`src/rtl/cute_lock_pkg.sv`:
```
// cute_lock_pkg: shared state encoding, default key geometry and the wrap counter width
package cute_lock_pkg;
  typedef enum logic [1:0] {EMPTY, LOAD, ARMED, RUN} state_t;
  localparam int DEF_NUM_SLOTS = 4;
  localparam int DEF_KEY_W = 2;
  localparam int WRAP_CNT_W = 8;
endpackage

```
`src/rtl/cute_key_slot_rf.sv`:
```
// cute_key_slot_rf: NUM_SLOTS x KEY_W key word registers, one write port, one async read port, async clear
module cute_key_slot_rf #(
  parameter int NUM_SLOTS = 4,
  parameter int KEY_W = 2
) (
  input  logic                         clock,
  input  logic                         reset,
  input  logic                         we,
  input  logic [$clog2(NUM_SLOTS)-1:0] waddr,
  input  logic [KEY_W-1:0]             wdata,
  input  logic [$clog2(NUM_SLOTS)-1:0] raddr,
  output logic [KEY_W-1:0]             rdata
);
  logic [KEY_W-1:0] mem [NUM_SLOTS];
  always_ff @(posedge clock or posedge reset)
    if (reset) for (int i = 0; i < NUM_SLOTS; i++) mem[i] <= '0;
    else if (we) mem[waddr] <= wdata;
  assign rdata = mem[raddr];
endmodule

```
`src/rtl/cute_key_scheduler.sv`:
```
// cute_key_scheduler: loads key words then sequences them to the locked FSM; KEY_SCHED_WRAPCNT_EN adds wrap_count
module cute_key_scheduler
  import cute_lock_pkg::*;
#(
  parameter int NUM_SLOTS = DEF_NUM_SLOTS,
  parameter int KEY_W = DEF_KEY_W
) (
  input  logic                         clock,
  input  logic                         reset,
  input  logic                         cfg_valid,
  input  logic [KEY_W-1:0]             cfg_data,
  output logic                         cfg_ready,
  input  logic                         run,
  input  logic                         hold,
  input  logic                         flush,
  output logic [KEY_W-1:0]             key_out,
  output logic                         key_valid,
  output logic [$clog2(NUM_SLOTS)-1:0] slot,
  output logic                         wrap_pulse,
`ifdef KEY_SCHED_WRAPCNT_EN
  output logic [WRAP_CNT_W-1:0]        wrap_count,
`endif
  output logic                         busy
);
  localparam int SW = $clog2(NUM_SLOTS);
  localparam logic [SW-1:0] LAST = SW'(NUM_SLOTS - 1);
  state_t state, ns;
  logic [SW-1:0] wr_ptr, nslot;
  logic [KEY_W-1:0] rd;
  logic xfer, step, wrap;
  cute_key_slot_rf #(.NUM_SLOTS(NUM_SLOTS), .KEY_W(KEY_W)) u_rf (
    .clock(clock),
    .reset(reset),
    .we(xfer),
    .waddr(wr_ptr),
    .wdata(cfg_data),
    .raddr(nslot),
    .rdata(rd)
  );
  always_comb begin
    xfer = cfg_valid & cfg_ready & ~flush;
    step = (state == RUN) & run & ~hold & ~flush;
    wrap = step & (slot == LAST);
    ns = flush ? EMPTY :
         state == EMPTY ? (xfer ? LOAD : EMPTY) :
         state == LOAD ? ((xfer && wr_ptr == LAST) ? ARMED : LOAD) :
         run ? RUN : ARMED;
    nslot = (ns != RUN) ? '0 : step ? slot + 1'b1 : (state == RUN) ? slot : '0;
  end
  always_ff @(posedge clock or posedge reset)
    if (reset) begin
      state <= EMPTY;
      wr_ptr <= '0;
      slot <= '0;
      key_out <= '0;
      key_valid <= 1'b0;
      wrap_pulse <= 1'b0;
      busy <= 1'b0;
      cfg_ready <= 1'b1;
    end else begin
      state <= ns;
      wr_ptr <= flush ? '0 : xfer ? wr_ptr + 1'b1 : wr_ptr;
      slot <= nslot;
      key_out <= (ns == RUN) ? rd : '0;
      key_valid <= ns == RUN;
      wrap_pulse <= wrap;
      busy <= ns == LOAD || ns == RUN;
      cfg_ready <= ns == EMPTY || ns == LOAD;
    end
`ifdef KEY_SCHED_WRAPCNT_EN
  always_ff @(posedge clock or posedge reset)
    if (reset) wrap_count <= '0;
    else if (flush) wrap_count <= '0;
    else if (wrap && wrap_count != '1) wrap_count <= wrap_count + 1'b1;
`endif
endmodule

```
`config.mk`:
```
export PLATFORM = sky130hd
export DESIGN_NAME = cute_key_scheduler
export DESIGN_NICKNAME = d
export VERILOG_FILES = /design/src/rtl/cute_lock_pkg.sv /design/src/rtl/cute_key_slot_rf.sv /design/src/rtl/cute_key_scheduler.sv
export SDC_FILE = /design/constraint.sdc
export NUM_CORES = 1
export LEC_CHECK = 0
export CORE_ASPECT_RATIO = 0.75
export CORE_MARGIN = 2
export CORE_UTILIZATION = 45
export CTS_BUF_LIST = sky130_fd_sc_hd__clkbuf_2
export CTS_CLUSTER_SIZE = 30
export DETAILED_ROUTE_END_ITERATION = 8
export GPL_ROUTABILITY_DRIVEN = 0
export PLACE_DENSITY_LB_ADDON = 0.08
export RECOVER_POWER = 100
export SLEW_MARGIN = 20
export SYNTH_ARGS = -nofsm -noshare
export SYNTH_HDL_FRONTEND = slang
export SYNTH_SLANG_ARGS = --single-unit
```
`constraint.sdc`:
```
create_clock -name clock -period 2.3 [get_ports clock]
set_input_delay 0.46 -clock clock [delete_from_list [all_inputs] [get_ports clock]]
set_output_delay 0.46 -clock clock [all_outputs]
set_load 0.01 [all_outputs]
```
==> results of run 1 <==
[cells in the final DEF (no fill, tap or decap)]
master           Yosys  layout
a21oi_1              2       2
a41oi_1              1       1
clkbuf_2             0       3
clkdlybuf4s50_1      0       4
clkinv_2             0       1
dfrtp_1             18      18
dfstp_1              0       1
dlygate4sd3_1        0      11
ha_1                 5       5
inv_1                5       5
mux2_2               8       8
mux2i_1              3       3
nand2_1              8       8
nand3b_1             2       2
nand4b_1             0       1
nor2_1               4       5
nor3b_1              2       2
o21ai_0              2       3
o21ai_1              2       1
o221ai_1             2       2
or2_2                1       1
xnor2_1              2       2
xor2_1               1       1
[flip-flops by register name, summed over array words and instances, names as in the netlist]
signal,flops
key_valid,1
state,1
wr_ptr,2
slot,2
wrap_pulse,1
u_rf.mem,8
key_out,2
cfg_ready,1
busy,1
[area by class of cell]
type                    instances  area [um2]
well taps                      22        27.5
clock inverters                 1        5.00
inverters                       5        18.8
multi-input cells              47         359
clock buffers                   3        15.0
repair buffers                 15         150
fillers                       161         737
flip-flops and latches         19         477
[cell families (layout without fill, tap and decap cells)]
kind of cell,after synthesis,count (layout),share of synthesized area [%]
AOI/OAI and AO/OA,9,9,6.42
muxes,11,11,13.7
DFF,19,19,54.4
xor gates and xnor gates,3,3,3.00
buffers and inverters,5,24,2.14
and+or+nand+nor,19,19,13.3
adders and majority gates,5,5,7.13
[worst paths after layout]
check | start | end | cells after the start
max | cfg_ready | cfg_ready | 1
min | u_rf.mem[4] | u_rf.mem[4] | 1
max reg2reg | state[1] | key_out[0] | 4
min reg2reg | u_rf.mem[4] | u_rf.mem[4] | 1
max in group asynchronous | reset | key_out[1] | 2
min in group asynchronous | reset | wr_ptr[0] | 2
[routing by layer]
| layer | vias up | routed length, um | part of all wire (%) |
|---|---|---|---|
| li1 | 286 | - | - |
| met1 | 292 | 770 | 48 |
| met2 | 13 | 707 | 44 |
| met3 | 5 | 95 | 6.0 |
| met4 | 0 | 23 | 1.4 |
| met5 | - | 0 | 0 |
[through the flow]
step	util (%)	hold WS, ps	instances	setup WS [ps]
CTS	60.1	534	112	400
finish	58.8	531	112	400
floorplan	-	410	71	984
global route	58.8	558	112	286
global placement	59.0	502	108	482
detailed placement	59.0	494	108	431
[power by group through the flow]
stage,registers [W],clock network (W),logic (W)
2_1_floorplan,0.000404,0,0.0000685
3_3_place_gp,0.000413,0,0.0000973
3_5_place_dp,0.000413,0,0.000101
4_1_cts,0.000406,0.000148,0.000102
5_1_grt,0.000411,0.000167,0.000110
6_report,0.000405,0.000144,0.0000963
==> results.cfg, run 1 <==
[power_and_ir_drop]
p_switching_w = 0.000171
p_leak_nw = 0.497
vdd_drop_max_mv = 0.416
totalPowerFinal_w = 0.000645
clkPwrFrac_pct = 22.3
p_int_w = 0.000474
combPwrFrac_pct = 14.9
power_density_mw_per_mm2 = 613
seq_power_share_pct = 62.8
swShare_pct = 26.5

[worst_setup_path]
path_cells = clkdlybuf4s50_1
crit_required_ps = 1840
crit_buf_inv = 1
worst-r2r-setup-slack_ps = 820
crit_slowest_cell = dfstp_1
end_kind = output port
cpPeakStageDelay_ps = 580
critPathMaxFanout = 3
crit_type = flop to output port
crit_path_start_kind = flop
cp_data_arrival_time_ps = 1440
crit_family = flip-flops

[floorplanning]
row_count = 13
core-area_mm2 = 0.00179
ioPinCount = 16
die_height_um = 42.2
dieWidth_um = 55.0
die_area_mm2 = 0.00232
initial_core_util_pct = 49.0

[global_route]
grt_use_met1_pct = 23.0
gr-usage-met3_pct = 7.50
antenna_found_initial = 0
grt_pass1_wl_um = 2690
grt_max_degree = 20
track_usage_pct = 17.3
grt_overflow_total = 0
grt_pass1_vias = 579
top_usage_layer = met2
grtUsageMet2_pct = 25.0

[clock_network]
clock_path_buffers = 2
hold_buffers = 0
tritoncts = yes
clock-root-buffer = clkbuf_2
clkTransAtPathRegs_ps = 180
cts.sinks = 19
clock_latency_ps = 320
cts_buffers = 3
postCtsSetupBuffers = 0
cts_resized = 0
h-tree-depth = 1

[flow_run]
maxCapViolations = 0

[route]
dr.pass1.iters = 4
wl_um = 1600
wire_per_inst_um = 14.3
viasPerCell = 5.32
drtIter0Drc = 4
ant_nets = 0
drc = 0
num_vias = 596

[synth]
ys_top_cells_by_area = dfrtp_1, mux2_2, ha_1, mux2i_1, nand2_1
synth_cells = 71
ys_warn_count = 0
yosysMostFrequentCell = dfrtp_1
async_flop_share_pct = 100
synth_edf_count = 0
avgSynthCellArea_um2 = 12.4
syn_area_um2 = 877
syn-num-nets = 84
ys_ff_latch = 19
synth_ff_type = dfrtp_1
synth_top_area_share_pct = 51.4
ys_types = 20
synth_top_area_cell = dfrtp_1
yosysSeqAreaShare_pct = 54.4
ys_top_cells_by_count = dfrtp_1, mux2_2, nand2_1, ha_1, inv_1

[timing]
worst-slew-pin-transition_ps = 717
fin_crit_ps = 1900
setup_viol_count_final = 0
maxSlewViolCount = 0
grt_setup_unrepaired = false
hold_viol = 0
period_share_pct = 82.6
max_freq_mhz = 526
timing.setup.tns_ps = 0
clock_skew_ps = 13.7
maxSlewHeadroom_pct = 52.2

[place]
portBuffers = 15
hpwl_um = 1220
placed_cell_area_mm2 = 0.00105

[layout]
synthToLayoutAreaGrowth_pct = 20.0
final_cell_area_mm2 = 0.00105
layout-drive-gt1-share_pct = 14.4
nets = 104
antenna_cells = 0

[hold_path]
min_path_type = flop to flop

[run_status]
status = completed
(Power assumes the default switching activity.)
==> run 2, diff against run 1 <==
==> constraint.sdc (replaced) <==
create_clock -name clock -period 1.86 [get_ports clock]
set_input_delay 0.372 -clock clock [delete_from_list [all_inputs] [get_ports clock]]
set_output_delay 0.372 -clock clock [all_outputs]
set_load 0.01 [all_outputs]
==> run 2 against run 1 <==
Against the previous run: via count fell by 3.7%; utilization rose by 1.0 points; clock power rose by 17%; setup slack got worse by 320 ps; clock skew rose by 6.9 ps; global-route usage fell by 1.3 points; combinational power rose by 27%; largest cell class unchanged; largest power group unchanged.
==> results.cfg, run 2 (same netlist as run 1, synthesis figures left out) <==
[run_status]
status = completed

[clock_network]
clock_latency_ps = 300
clock-root-buffer = clkbuf_2
tritoncts = yes
cts_resized = 0
clkTransAtPathRegs_ps = 180
clock_path_buffers = 2
hold_buffers = 0
cts_buffers = 3
postCtsSetupBuffers = 0
cts.sinks = 19
h-tree-depth = 1

[layout]
layout_commonest_cell = dfrtp_1
stdcell_count = 113
largest_reg_flops = 8
utilization_pct = 59.9
top_register = u_rf.mem
layout_common_cells = dfrtp_1, dlygate4sd3_1, nand2_1, mux2_2, clkdlybuf4s50_1
antenna_cells = 0
layout-drive-gt1-share_pct = 16.5
nets = 105
synthToLayoutAreaGrowth_pct = 22.1

[hold_path]
hold_path_end = u_rf.mem[4]
hold_depth = 1
min_from = u_rf.mem[4]
min_path_type = flop to flop

[route]
dr.pass1.iters = 2
viasPerCell = 5.08
drtIter0Drc = 6
num_vias = 574
ant_nets = 0
drc = 0
wire_per_inst_um = 13.2
wl_um = 1490

[floorplanning]
ioPinCount = 16
die_area_mm2 = 0.00232
die_height_um = 42.2
row_count = 13
initial_core_util_pct = 49.0
core-area_mm2 = 0.00179
dieWidth_um = 55.0

[worst_setup_path]
crit_type = flop to output port
critPathMaxFanout = 3
r2r_start = state[1]
cp_data_arrival_time_ps = 1410
rr_worst_depth = 4
crit_buf_inv = 1
crit_path_start_kind = flop
crit_path_start = cfg_ready
end_kind = output port
crit_family = flip-flops
crit_required_ps = 1490
r2r-end = key_out[0]
path_cells = clkdlybuf4s50_1
crit_slowest_cell = dfstp_2
cpPeakStageDelay_ps = 580
worst-r2r-setup-slack_ps = 410

[global_route]
grt_pass1_vias = 601
grt_pass1_wl_um = 2600
antenna_found_initial = 0
grt_max_degree = 20
track_usage_pct = 16.1
grt_overflow_total = 0

[timing]
period_share_pct = 95.7
clock_skew_ps = 20.7
finalWorstSetupSlack_ps = 79.3
setup_viol_count_final = 0
timing.setup.tns_ps = 0
hold_viol = 0
worst-slew-pin-transition_ps = 979
fin_crit_ps = 1780
maxSlewHeadroom_pct = 34.8
grt_setup_unrepaired = false
max_freq_mhz = 562
maxSlewViolCount = 0

[place]
hpwl_um = 1170
place_ws_ps = 54.7
portBuffers = 15
dpl.cell_count = 109

[power_and_ir_drop]
vdd_drop_max_mv = 0.451
p_switching_w = 0.000203
power_density_mw_per_mm2 = 739
clkPwrFrac_pct = 21.2
swShare_pct = 25.6
seq_power_share_pct = 63.4
p_leak_nw = 0.526
combPwrFrac_pct = 15.4
totalPowerFinal_w = 0.000792
p_int_w = 0.000589

[flow_run]
maxCapViolations = 0
[run 2: final cells by class]
class                      instances  area (um2)
clock inverter                     1        5.00
sequential                        19         477
tap                               22        27.5
fill                             151         718
inverter                           5        18.8
timing repair buffer              16         154
clock buffer                       3        15.0
multi-input combinational         47         374
[run 2: how the worst max path moves through the flow]
stage / end / cells past startpoint / slack [ps]
3_5_place_dp: key_out[0] / 5 / 50
6_report: cfg_ready / 1 / 80
4_1_cts: cfg_ready / 1 / 60
5_1_grt: cfg_ready / 1 / 0.3
2_1_floorplan: u_rf.mem[0] / 4 / 540
3_3_place_gp: key_out[0] / 5 / 130
[run 2: power by group through the flow]
stage | clock network [W] | registers (W) | logic, W
after floorplan | 0 | 0.000499 | 0.0000847
after global placement | 0 | 0.000511 | 0.000122
after detailed placement | 0 | 0.000510 | 0.000128
after CTS | 0.000177 | 0.000501 | 0.000129
after global routing | 0.000197 | 0.000509 | 0.000138
final | 0.000168 | 0.000502 | 0.000122
[run 2: per-layer routing]
layer,share of wire (%),routed length (um),GRT usage (%)
met1,49,734,22.4
met2,45,663,23.1
met3,4.9,73,6.43
met4,0.94,14,4.39
met5,0,0,0
[run 2: stage by stage]
step	hold slack [ps]	instance area, um2
6_report	533	1070
5_1_grt	566	1070
4_1_cts	352	1080
3_5_place_dp	495	1060
3_3_place_gp	501	1060
2_1_floorplan	322	877
